## config.mk

```make
export PLATFORM = sky130hd
export DESIGN_NAME = layer_norm_flat
export DESIGN_NICKNAME = d
export VERILOG_FILES = /design/src/rtl/layer_norm_if.sv /design/src/rtl/layer_norm.sv /design/src/flat_wrapper.sv
export SDC_FILE = /design/constraint.sdc
export NUM_CORES = 1
export LEC_CHECK = 0
export ABC_AREA = 0
export ABC_CLOCK_PERIOD_IN_PS = 308200
export BUFFER_PORTS_ARGS = -buffer_cell sky130_fd_sc_hd__clkbuf_2
export CELL_PAD_IN_SITES_DETAIL_PLACEMENT = 1
export CELL_PAD_IN_SITES_GLOBAL_PLACEMENT = 2
export CORE_MARGIN = 2
export CORE_UTILIZATION = 44
export CTS_CLUSTER_DIAMETER = 120
export DETAILED_ROUTE_END_ITERATION = 6
export GPL_TIMING_DRIVEN = 0
export PLACE_DENSITY_LB_ADDON = 0.1
export SLEW_MARGIN = 20
export SYNTH_ARGS = -nofsm -noshare
export SYNTH_HDL_FRONTEND = slang
export SYNTH_SLANG_ARGS = --single-unit
```

## constraint.sdc

```tcl
create_clock -name clk -period 308.2 [get_ports clk]
set_input_delay 77.05 -clock clk [delete_from_list [all_inputs] [get_ports clk]]
set_output_delay 77.05 -clock clk [all_outputs]
set_load 0.03 [all_outputs]
```

## src/rtl/layer_norm_if.sv

```systemverilog
// Vector bus for layer_norm: unsigned input vector in, signed fixed-point
// normalized vector plus valid out.
interface layer_norm_if #(
  parameter int N          = 4,
  parameter int DATA_WIDTH = 8
);
  logic [DATA_WIDTH-1:0] input_vector      [0:N-1];
  logic [DATA_WIDTH-1:0] normalized_vector [0:N-1];
  logic                  out_valid;

  modport master (output input_vector, input normalized_vector, input out_valid);
  modport slave  (input input_vector, output normalized_vector, output out_valid);
endinterface

```

## src/rtl/layer_norm.sv

```systemverilog
// Single-cycle layer normalization: mean, variance, integer sqrt and divide in one
// combinational pass, result registered. Optional LAYERNORM_ROUND_NEAREST_EN rounds the divide.
module layer_norm #(
  parameter int N          = 4,
  parameter int DATA_WIDTH = 8,
  parameter int FRAC_BITS  = 4
) (
  input  logic         clk,
  input  logic         rst,
  layer_norm_if.slave  bus
);
  localparam int LOG2N = $clog2(N);
  localparam int SUMW  = DATA_WIDTH + LOG2N;
  localparam int DW1   = DATA_WIDTH + 1;
  localparam int SQW   = 2 * DW1;
  localparam int ACCW  = SQW + LOG2N;
  // one spare bit so the rounding bias never overflows the numerator
  localparam int QW    = DW1 + FRAC_BITS + 1;
  localparam logic [QW-1:0] POS_MAX = QW'((1 << (DATA_WIDTH-1)) - 1);
  localparam logic [QW-1:0] NEG_MAG = QW'(1 << (DATA_WIDTH-1));

  logic [SUMW-1:0]        sum;
  logic [DATA_WIDTH-1:0]  mean;
  logic signed [DW1-1:0]  d [0:N-1];
  logic signed [SQW-1:0]  dx, sq;
  logic [ACCW-1:0]        acc;
  logic [SQW-1:0]         variance;
  logic [DW1-1:0]         std_v, cand;
  logic [DW1-1:0]         absd;
  logic [QW-1:0]          num, den, q;

  logic [DATA_WIDTH-1:0]  norm_d [0:N-1];
  logic [DATA_WIDTH-1:0]  norm_q [0:N-1];
  logic                   out_valid_d, out_valid_q;

  always_comb begin
    sum = '0;
    for (int i = 0; i < N; i++) sum = sum + SUMW'(bus.input_vector[i]);
    mean = sum[SUMW-1:LOG2N];

    acc = '0;
    dx  = '0;
    sq  = '0;
    for (int i = 0; i < N; i++) begin
      d[i] = $signed({1'b0, bus.input_vector[i]}) - $signed({1'b0, mean});
      dx   = SQW'(d[i]);
      sq   = dx * dx;
      acc  = acc + ACCW'($unsigned(sq));
    end
    variance = acc[ACCW-1:LOG2N];

    // bitwise integer sqrt: keep each root bit whose square still fits
    std_v = '0;
    cand  = '0;
    for (int b = DW1-1; b >= 0; b--) begin
      cand = std_v | (DW1'(1) << b);
      if ((SQW'(cand) * SQW'(cand)) <= variance) std_v = cand;
    end
  end

  always_comb begin
    out_valid_d = 1'b1;
    absd = '0;
    num  = '0;
    q    = '0;
    den  = (std_v == '0) ? QW'(1) : QW'(std_v);
    for (int i = 0; i < N; i++) begin
      norm_d[i] = '0;
      // divide magnitudes so truncation/rounding is symmetric about zero
      absd = d[i][DW1-1] ? $unsigned(-d[i]) : $unsigned(d[i]);
      num  = QW'(absd) << FRAC_BITS;
`ifdef LAYERNORM_ROUND_NEAREST_EN
      num  = num + QW'(std_v >> 1);
`endif
      q = num / den;
      if (std_v != '0) begin
        if (d[i][DW1-1])
          norm_d[i] = (q > NEG_MAG) ? DATA_WIDTH'(NEG_MAG) : DATA_WIDTH'(-q);
        else
          norm_d[i] = (q > POS_MAX) ? DATA_WIDTH'(POS_MAX) : DATA_WIDTH'(q);
      end
    end
  end

  always_ff @(posedge clk) begin
    if (rst) begin
      out_valid_q <= 1'b0;
      for (int i = 0; i < N; i++) norm_q[i] <= '0;
    end else begin
      out_valid_q <= out_valid_d;
      norm_q      <= norm_d;
    end
  end

  assign bus.out_valid         = out_valid_q;
  assign bus.normalized_vector = norm_q;
endmodule

```

## src/flat_wrapper.sv

```systemverilog
// flat-port wrapper written by rule: the top's interface ports become plain ports
module layer_norm_flat 
#(
  parameter int N          = 4,
  parameter int DATA_WIDTH = 8,
  parameter int FRAC_BITS  = 4
)
  (clk, rst, bus_input_vector, bus_normalized_vector, bus_out_valid);
  layer_norm_if #(.N(N), .DATA_WIDTH(DATA_WIDTH)) bus_i ();
  input  logic clk;
  input  logic rst;
  input wire logic [$bits(bus_i.input_vector)-1:0] bus_input_vector;
  output wire logic [$bits(bus_i.normalized_vector)-1:0] bus_normalized_vector;
  output wire logic [$bits(bus_i.out_valid)-1:0] bus_out_valid;
  assign bus_i.input_vector = {>>{bus_input_vector}};
  assign bus_normalized_vector = {>>{bus_i.normalized_vector}};
  assign bus_out_valid = bus_i.out_valid;
  layer_norm #(.N(N), .DATA_WIDTH(DATA_WIDTH), .FRAC_BITS(FRAC_BITS)) u_core (.clk(clk), .rst(rst), .bus(bus_i));
endmodule
```

---- Yosys cells after proc, flatten, opt, wreduce, memory -nomap -nowiden ----
Cells that the tools add are included.
cells by class
  multipliers ............................. 12
  bitwise logic cells ..................... 1
  add/sub/neg operators ................... 18
  $lt $le $gt $ge ......................... 17
  equal/unequal tests ..................... 0
  muxes and demuxes ....................... 27
  reductions and logical operators ........ 3
  shift-type cells ........................ 0
  div/mod/pow operators ................... 4
operator list
  operator              count
  $mul 9x9->18          12
  $le 18x18->1          8
  $mux 8                13
  $div 13x14->14        4
  $gt 14x7->1 const B   4
  $gt 14x8->1 const B   4
  $mux 9                6
  $add 20x18->20        2
  $neg 9->9             4
  $sub 8x8->9           4
  $neg 8->8             4
  $add 10x8->10         2
  $add 18x18->19        1
  $le 17x18->1 const A  1
  $add 8x8->9           1
  $logic_not 9->1       1
  $reduce_bool 9->1     1
  $mux 7                1
  $mux 6                1
  $mux 5                1
  $mux 4                1
  $mux 3                1
  $mux 1                2
  $mux 2                1
  other kinds (2)       2
storage, ports and cells
  RAM bits ................................ 0
  ROM bits ................................ 0
  bits in latches ......................... 0
  flip-flop bits (word level) ............. 33
  input bits .............................. 34
  memories ................................ 0

---- Depth between registers and ports, before layout ----
Gate-level depths: netlist of the first run.
  depth after elaboration ................. 40
  gate-level depth with buffers ........... 398
  gate-level depth less buffers ........... 378

---- Least setup slack after synthesis of the first run ----
OpenSTA, ideal clock, no wires.
  path type ............................... input to register
  start point ............................. input bus_input_vector[16]
  end point ............................... register u_core.norm_q (netlist bit u_core.bus.normalized_vector[11])
  required time ........................... 308.130 ns
  stages on the path ...................... 373
  arrival time ............................ 151.638 ns
  path slack .............................. 156.493 ns
  library setup time ...................... 0.070 ns
  cells stage by stage .................... ha_1 inv_1 fa_1 xnor2_1 fa_1 inv_1 fa_1 xnor2_1 inv_1 ha_1 nor2b_1 o21ai_0 a21boi_0 o41ai_1 nand2_1 o21ai_0 o21ai_0 maj3_1 (+337 left out) nor2_1 nor3_1 a21o_1 ha_1 nand4_1 inv_1 a31oi_1 nor2b_1 o21ai_0 nand2_1 nor3_1 nand3_1 inv_1 ha_1 a31o_2 o21ai_0 a31o_2 a21oi_1
between the ends
  longest elaborated chain between the ends .. 40
RTL lines
  item                                       RTL line                            source
  start, declared                            flat_wrapper.sv:12                  input wire logic [$bits(bus_i.input_vector)-1:0] bus_input_vector;
  $add 8x8->9                                layer_norm.sv:38                    for (int i = 0; i < N; i++) sum = sum + SUMW'(bus.input_vector[i]);
  $add 10x8->10 (2 in series)                layer_norm.sv:38
  $sub 8x8->9                                layer_norm.sv:45                    d[i] = $signed({1'b0, bus.input_vector[i]}) - $signed({1'b0, mean});
  $mul 9x9->18                               layer_norm.sv:47                    sq = dx * dx;
  $add 18x18->19                             layer_norm.sv:48                    acc = acc + ACCW'($unsigned(sq));
  $add 20x18->20 (2 in series)               layer_norm.sv:48
  $le 17x18->1                               layer_norm.sv:57                    if ((SQW'(cand) * SQW'(cand)) <= variance) std_v = cand;
  $mux 9                                     layer_norm.sv:57
  (+22 left out)                             --
  $le 18x18->1                               layer_norm.sv:57
  $mux 1                                     layer_norm.sv:57
  $logic_not 9->1                            layer_norm.sv:66                    den = (std_v == '0) ? QW'(1) : QW'(std_v);
  $mux 9                                     layer_norm.sv:66
  $div 13x14->14                             layer_norm.sv:75                    q = num / den;
  $gt 14x7->1, or another cell as far along  layer_norm.sv:80                    norm_d[i] = (q > POS_MAX) ? DATA_WIDTH'(POS_MAX) : DATA_WIDTH'(q);
  $mux 8 (on tied branches)                  layer_norm.sv:80, layer_norm.sv:78
  $mux 8                                     layer_norm.sv:77                    if (d[i][DW1-1])
  end signal, assigned                       layer_norm.sv:91                    norm_q <= norm_d;
  end, declared                              layer_norm.sv:33                    logic [DATA_WIDTH-1:0] norm_q [0:N-1];
Several ways; a longest one is shown, not always the timed one.
A chain may end at the register's enable or synchronous reset.

---- Worst setup path in the final report of the first run ----
  start point ............................. input bus_input_vector[16]
  end point ............................... register u_core.norm_q (netlist bit u_core.bus.normalized_vector[19])
The elaborated chain is that of the path after synthesis.

==> flow_results.org, run 1 <==
** Status
- Result of the run :: finished, final reports clean

** Floorplan
- Standard-cell rows :: ~120
- The die covers 0.105 mm2.
- DIE HEIGHT :: between 300 and 400 um
- The core region is 0.102 mm2.
- Initial standard-cell utilization of the core :: 44.3%
- Io pins :: 67
- From left edge to right edge, the die measures 324 um.

** Logic synthesis
- In this run, distinct cell masters in the synthesized netlist total 128.
- Each instance of the synthesized netlist takes up on average 7.73 um2.
- Share of the synthesized area in the top cell type :: 21.9%
- Yosys printed 0 warnings.
- Synthesis handed over a netlist of 5815 instances.
- For this run, the leading register cell type out of synthesis is sky130_fd_sc_hd__dfxtp_1.
- Share of synthesized area occupied by flip-flops and latches :: 1.47%
- Cell type with the highest aggregate area in the netlist :: sky130_fd_sc_hd__ha_1
- Cell area after synthesis :: 0.0450 mm2
- Number of enable flip-flop cells after synthesis :: 0
- Synthesis inferred 33 register bits.
- Sorting the synthesized cells by area gives the leading types as sky130_fd_sc_hd__ha_1 (22%), sky130_fd_sc_hd__fa_1 (15%), sky130_fd_sc_hd__inv_1 (5.7%), sky130_fd_sc_hd__xnor2_1 (5.6%), sky130_fd_sc_hd__a21oi_1 (4.1%).
- In the synthesized netlist the async set-or-reset flop fraction comes to 0%.

** STA
- Final setup violation count :: 0
- The max-slew violation count was 0.
- Clock period minus final worst setup slack :: 169.69 ns
- Setup repair after global routing missed its margin :: no
- Worst relative slew slack :: roughly 17%
- The count of endpoints failing hold in the final timing report is 0.
- Setup total negative slack on the finished layout was measured at 0 ns.
- Static timing analysis puts the maximum clock frequency at 5.89 MHz.
- Slew at the pin closest to its max-slew limit :: 1.23 ns
- Of the available clock period, the critical path in the final layout requires 55.1%.

** Route
- Via count of the routed design :: 42500
- The first routing iteration left 1987 violations.
- The first detailed-routing pass ran for 5 iterations.
- In the routed design, unresolved DRC markers number 0.
- The detail route stage leaves a number of antenna-violating nets equal to 0.
- Via density per instance :: about 5.8
- Total length of routed wires :: 151000 um
- In the final routed layout, each cell accounts on average for 20.8 um.

** Global route
- Global-route wire length before repair :: around 240000 um
- The number of antenna violations at the first check in global routing is 4.
- Entering global routing, the biggest net connects 34 pins.
- Remaining global-route overflow :: 0
- Global routing used around 29% of the available tracks.
- The via count of the first global-routing pass was 44300.

** Critical path
- The number of buffers and inverters on the critical path is 61.
- Worst-path maximum fanout :: 29
- Type of destination of the critical path :: flop
- On the critical path, the stage with the largest delay is an instance of sky130_fd_sc_hd__nor2_1.
- Cell type with the highest occurrence count on the critical path :: sky130_fd_sc_hd__ha_1
- The critical path in this run is classified as in2reg.
- Data arrival time of the worst path :: 169.89 ns
- Crit path launch type :: input port
- The kind of cell with the highest combined delay along the critical path is compound AO/OA/AOI/OAI gates.
- On the worst path, the slowest cell contributes a delay of 1.07 ns.
- Data on the critical path is required at its endpoint by roughly 310 ns.

** Clock network
- Cell chosen for the clock root :: sky130_fd_sc_hd__clkbuf_16
- TritonCTS built the clock tree.
- TritonCTS created 5 clock buffers.
- In this run the post-CTS setup repair buffer count came out at 0.
- In this run, post-CTS repair resized a total of 0 instances.
- Clock Sinks :: 33
- Clock input transition at the sequential cells of the worst setup and hold paths :: 0.05 ns
- The H-tree was split into 2 levels.
- The clock passes through at most 2 buffers.
- The number of hold buffers added after CTS was 0.

** Finish
- Share of final-layout standard cells stronger than drive strength 1 :: 6.30%
- For this run, the post-layout net count is 7075.
- Compared with the post-synthesis result, the final layout area differs by 5.90%.
- 0 antenna diodes ended up in the layout.

** Placed design
- The count of buffers added on input and output ports is 66.
- Once detailed placement completed, the half-perimeter wirelength came to around 130000 um.
- Routability-driven placement finished with a final weighted congestion of 0.922.

** Hold path
- Path type of the worst min-delay path :: in2reg

** Job
- Max cap viols :: 0
flip-flops by register name, summed over array words and instances, names as in the netlist:
| register | cells |
|---|---|
| u_core.bus.normalized_vector | 32 |
| u_core.bus.out_valid | 1 |
placed cells by master (no fill, tap or decap), types with 34 or more instances in the layout:
master                     count
sky130_fd_sc_hd__inv_1       681
sky130_fd_sc_hd__a21oi_1     370
sky130_fd_sc_hd__xor2_1      126
sky130_fd_sc_hd__or2_2        34
sky130_fd_sc_hd__nor2_1      465
sky130_fd_sc_hd__or3_1        50
sky130_fd_sc_hd__fa_1        346
sky130_fd_sc_hd__nand2b_1     98
sky130_fd_sc_hd__and3_1       48
sky130_fd_sc_hd__o21a_1      178
sky130_fd_sc_hd__nor2b_1      82
sky130_fd_sc_hd__nand2_1     407
sky130_fd_sc_hd__ha_1        787
sky130_fd_sc_hd__a31oi_1      50
sky130_fd_sc_hd__a21o_1      204
sky130_fd_sc_hd__and2_1       50
sky130_fd_sc_hd__o31ai_1      66
sky130_fd_sc_hd__mux2i_1      73
sky130_fd_sc_hd__nand3_1     123
sky130_fd_sc_hd__nor3_1      196
sky130_fd_sc_hd__mux2_2      109
sky130_fd_sc_hd__clkbuf_2     69
sky130_fd_sc_hd__xnor2_1     281
sky130_fd_sc_hd__clkbuf_1     78
sky130_fd_sc_hd__nand4_1      68
sky130_fd_sc_hd__o21ai_0     227
sky130_fd_sc_hd__o21bai_1     71
metal layers:
metal,GRT usage [%],wire length (um)
met3,1.78,4720
met4,7.16,4040
met2,50.6,72100
met1,38.6,70400
met5,0,0
synth_stat cells (19+ instances only):
library cell,count
sky130_fd_sc_hd__o21bai_1,71
sky130_fd_sc_hd__mux2_2,109
sky130_fd_sc_hd__and2_1,50
sky130_fd_sc_hd__nor3_1,196
sky130_fd_sc_hd__nand2_1,411
sky130_fd_sc_hd__nand3_1,123
sky130_fd_sc_hd__and4_1,19
sky130_fd_sc_hd__nor2_1,467
sky130_fd_sc_hd__nand2b_1,98
sky130_fd_sc_hd__a31oi_1,50
sky130_fd_sc_hd__nand4_1,68
sky130_fd_sc_hd__inv_1,682
sky130_fd_sc_hd__nor2b_1,82
sky130_fd_sc_hd__and3_1,48
sky130_fd_sc_hd__xor2_1,127
sky130_fd_sc_hd__o21a_1,178
sky130_fd_sc_hd__clkbuf_1,81
sky130_fd_sc_hd__dfxtp_1,33
sky130_fd_sc_hd__a21oi_1,370
sky130_fd_sc_hd__fa_1,346
sky130_fd_sc_hd__buf_2,20
sky130_fd_sc_hd__or3_1,50
sky130_fd_sc_hd__o31ai_1,66
sky130_fd_sc_hd__xnor2_1,285
sky130_fd_sc_hd__o211ai_1,23
sky130_fd_sc_hd__or2_2,34
sky130_fd_sc_hd__a211oi_1,33
sky130_fd_sc_hd__o21ai_0,227
sky130_fd_sc_hd__mux2i_1,73
sky130_fd_sc_hd__a21o_1,204
sky130_fd_sc_hd__ha_1,787
worst paths after layout:
kind | start | cells past startpoint | slack (ns) | to
min | rst | 2 | 76.99 | u_core.bus.out_valid$_DFF_P_
max | bus_input_vector[16] | 378 | 138.51 | u_core.bus.normalized_vector[19]$_SDFF_PP0_
per-stage QoR:
stage / setup slack (ns) / instance area (um2) / cells / utilization (%) / hold WS, ns
2_1_floorplan: 156.49 / 45000 / 5818 / - / 77.12
3_5_place_dp: 138.85 / 47500 / 7269 / 46.7 / 77.30
6_report: 138.51 / 47600 / 7276 / 46.9 / 76.99
5_1_grt: 132.17 / 47600 / 7276 / 46.9 / 77.01
4_1_cts: 138.81 / 47600 / 7276 / 46.9 / 76.99
3_3_place_gp: 133.36 / 47000 / 7252 / 46.3 / 77.30
cell type report:
class | count | area [um2]
Inverter | 699 | 2630
Buffer | 127 | 563
Tap cell | 1368 | 1710
Timing Repair Buffer | 83 | 662
Multi-Input combinational cell | 4959 | 41200
Fill cell | 12800 | 54000
Clock buffer | 7 | 143
Sequential cell | 33 | 661
cell families after synthesis:
kind of cell               count (synthesis)  share of synthesized area (%)
and+or+nand+nor                         1735                           18.9
AOI/OAI and AO/OA                       1475                           22.3
adders and majority gates               1142                           37.5
buffers and inverters                    826                           7.07
xor gates and xnor gates                 416                           8.21
muxes                                    187                           4.51
DFF                                       33                           1.47
other                                      1                        0.00834
Power of run 1 is not shown: default switching activity piles up to over one toggle a cycle in this logic, so the estimate is an artifact.
==> run 2, diff against run 1 <==
--- a/config.mk
+++ b/config.mk
@@ -6,12 +6,12 @@
 export NUM_CORES = 1
 export LEC_CHECK = 0
 export ABC_AREA = 0
-export ABC_CLOCK_PERIOD_IN_PS = 308200
+export ABC_CLOCK_PERIOD_IN_PS = 160000
 export BUFFER_PORTS_ARGS = -buffer_cell sky130_fd_sc_hd__clkbuf_2
 export CELL_PAD_IN_SITES_DETAIL_PLACEMENT = 1
 export CELL_PAD_IN_SITES_GLOBAL_PLACEMENT = 2
 export CORE_MARGIN = 2
-export CORE_UTILIZATION = 44
+export CORE_UTILIZATION = 41
 export CTS_CLUSTER_DIAMETER = 120
 export DETAILED_ROUTE_END_ITERATION = 6
 export GPL_TIMING_DRIVEN = 0
==> constraint.sdc (replaced) <==
create_clock -name clk -period 160 [get_ports clk]
set_input_delay 40 -clock clk [delete_from_list [all_inputs] [get_ports clk]]
set_output_delay 40 -clock clk [all_outputs]
set_load 0.03 [all_outputs]
==> run 2 against run 1 <==
  * Flip-flop and latch count unchanged
  * Via count down 0.67%
  * Die area is 7.2% higher
  * Cell count is 0.62% higher
  * Critical endpoint unchanged
==> flow_results.org, run 2 (synthesis results as in run 1) <==
** Status
- The run finished with clean final reports.

** Finish
- The library cell used most frequently in the layout, excluding fill and tap cells, is sky130_fd_sc_hd__ha_1.
- The layout cell share with drive strength beyond 1 came to 6.33% (+0.035 points).
- The final-layout fill cell count is 13500 (+5.4%).
- Area growth from synthesis to final layout :: 6.01%
- Commonest cells after routing, fill and taps aside :: sky130_fd_sc_hd__ha_1 (787), sky130_fd_sc_hd__inv_1 (681), sky130_fd_sc_hd__nor2_1 (463)
- Number of nets at the end of the flow :: 7073 (-0.028%)
- Max FFs per register :: 32 (unchanged)
- The final design instance area without fill was 0.0477 mm2 (+0.11%).
- The number of inserted diodes is 0 (unchanged).

** STA
- Tcrit/Tclk final :: 82.7%
- Upper clock frequency limit :: 7.56 MHz
- Subtracting the final worst setup slack from the clock period gives roughly 130 ns.
- The setup total negative slack came to 0 ns (unchanged).
- Final setup violation count :: 0 (unchanged)
- Setup repair after global routing left no endpoint under its margin.
- Number of pins with negative max-slew slack in the final report :: 0 (unchanged)
- The max-slew headroom at the worst pin came to 19.4% (+2.2 points).
- Hold Vio Cnt, Final :: 0 (unchanged)
- The actual slew at the worst max-slew pin was 1.21 ns (-0.0245 ns).

** Route
- The total DRC errors in the routed layout was 0 (unchanged).
- The number of iterations in the first detailed-routing pass came to 5 (unchanged).
- The total number of vias was 42200 (-0.67%).
- The vias per cell came to 5.76 (-1.3%).
- Total length of routed wires :: 152000 um (+0.85%)
- The number of antenna-violating nets in the routed design is 0 (unchanged).
- The violation count after the first detailed-routing iteration was 1813 (-8.8%).
- The detail-routed net length per standard cell came to 20.8 um (+0.23%).

** Floorplan
- Io pins :: 67 (unchanged)
- Initial standard-cell utilization of the core :: 41.3% (-3.0 points)
- Die Wd :: 335 um (+3.6%)
- The floorplan die height was 335 um (+3.6%).
- The number of rows in the core area was 121 (+3.4%).
- The core footprint was 0.109 mm2 (+7.1%).
- Die area :: 0.112 mm2 (+7.2%)

** Critical path
- The worst setup path is launched from an input port.
- The setup path with the least slack is of type in2reg.
- The total stage count of the critical path came to 377 (-0.26%).
- The maximum single-stage delay on the critical path is 0.79 ns (-0.28 ns).
- The worst setup path is captured at a flop.
- The critical path starts at bus_input_vector[16].
- The highest fanout seen on the critical path is 30 (+3.4%).
- The cell that appears most often on the critical path is sky130_fd_sc_hd__ha_1.
- Among all stages on the critical path, the largest delay is contributed by sky130_fd_sc_hd__a21oi_1.
- Family with the most delay on the worst path :: compound AO/OA/AOI/OAI gates
- The number of buffers and inverters on the critical path is 60 (-1.6%).
- The critical path data arrival time was 132.54 ns (-37.35 ns).
- The required time reported for the critical path endpoint is 160.20 ns (-148.20 ns).
- The critical path ends at u_core.bus.normalized_vector[19]$_SDFF_PP0_.

** Clock network
- Number of buffers created by CTS :: 5 (unchanged)
- Post-CTS Setup Inserts :: 0 (unchanged)
- The clock sink count came to 33 (unchanged).
- The number of buffers between clock root and the deepest sink came to 2 (unchanged).
- Clock input transition at the sequential cells of the worst setup and hold paths :: 0.06 ns (about the same)
- The deepest level of the CTS H-tree is 2 (unchanged).
- Post-cts gate resize count :: 0 (unchanged)
- Cell chosen for the clock root :: sky130_fd_sc_hd__clkbuf_16
- TritonCTS built the clock tree.
- The number of buffers inserted by hold repair at cts is 0 (unchanged).

** Global route
- Number of global-route vias before repair :: 44100 (-0.55%)
- GRT Total Usage :: 26.9% (-2.0 points)
- Remaining global-route overflow :: 0 (unchanged)
- Initial antenna violation count :: 4 (unchanged)
- The global-route wire length before repair is 243000 um (+0.24%).
- Pin count of the biggest net entering global routing :: 36 (+5.9%)

** Placed design
- Global placement routability congestion :: 0.914 (-0.91%)
- The number of I/O port buffers is 66 (unchanged).
- The cell area reported after detailed placement came to 0.0475 mm2 (about the same).
- The post-detailed-placement half-perimeter wirelength was 130000 um (+1.1%).

** Hold path
- Path type of the worst min-delay path :: in2reg
- The hold path depth came to 2 (unchanged).

** Job
- The number of max-cap violations is 0 (unchanged).
==> run 2: per-layer routing <==
layer  wire length, um  up-vias  GRT usage (%)
met4              3610        0           5.45
met2             72300      534           47.1
met5                 0        -              0
li1                  -    20600              -
met1             72400    20900           36.4
met3              4160      125           1.52
==> run 2: per-stage QoR <==
step                instances  utilization [%]  hold WS, ns  setup WS, ns
floorplan                5818                -        40.07         45.34
global placement         7298             43.2        40.27         21.90
detailed placement       7313             43.6        40.26         27.76
CTS                      7321             43.8        39.95         27.65
global route             7321             43.8        39.95         20.82
finish                   7321             43.8        39.95         27.67
==> run 2: worst min path at each step <==
stage               startpoint                            to  slack (ns)
floorplan                  rst  u_core.bus.out_valid$_DFF_P_       40.07
global placement           rst  u_core.bus.out_valid$_DFF_P_       40.27
detailed placement         rst  u_core.bus.out_valid$_DFF_P_       40.26
CTS                        rst  u_core.bus.out_valid$_DFF_P_       39.95
global route               rst  u_core.bus.out_valid$_DFF_P_       39.95
finish                     rst  u_core.bus.out_valid$_DFF_P_       39.95
==> run 2: area by class of cell <==
class	instances	area [um2]	area share (%)
Sequential cell	33	661	1.39
Tap cell	1414	1770	3.71
Inverter	699	2630	5.52
Clock inverter	2	10.0	0.0210
Multi-Input combinational cell	4959	41300	86.6
Clock buffer	6	129	0.270
Buffer	127	563	1.18
Timing Repair Buffer	81	647	1.36
Power of run 2 is left out for the same reason.
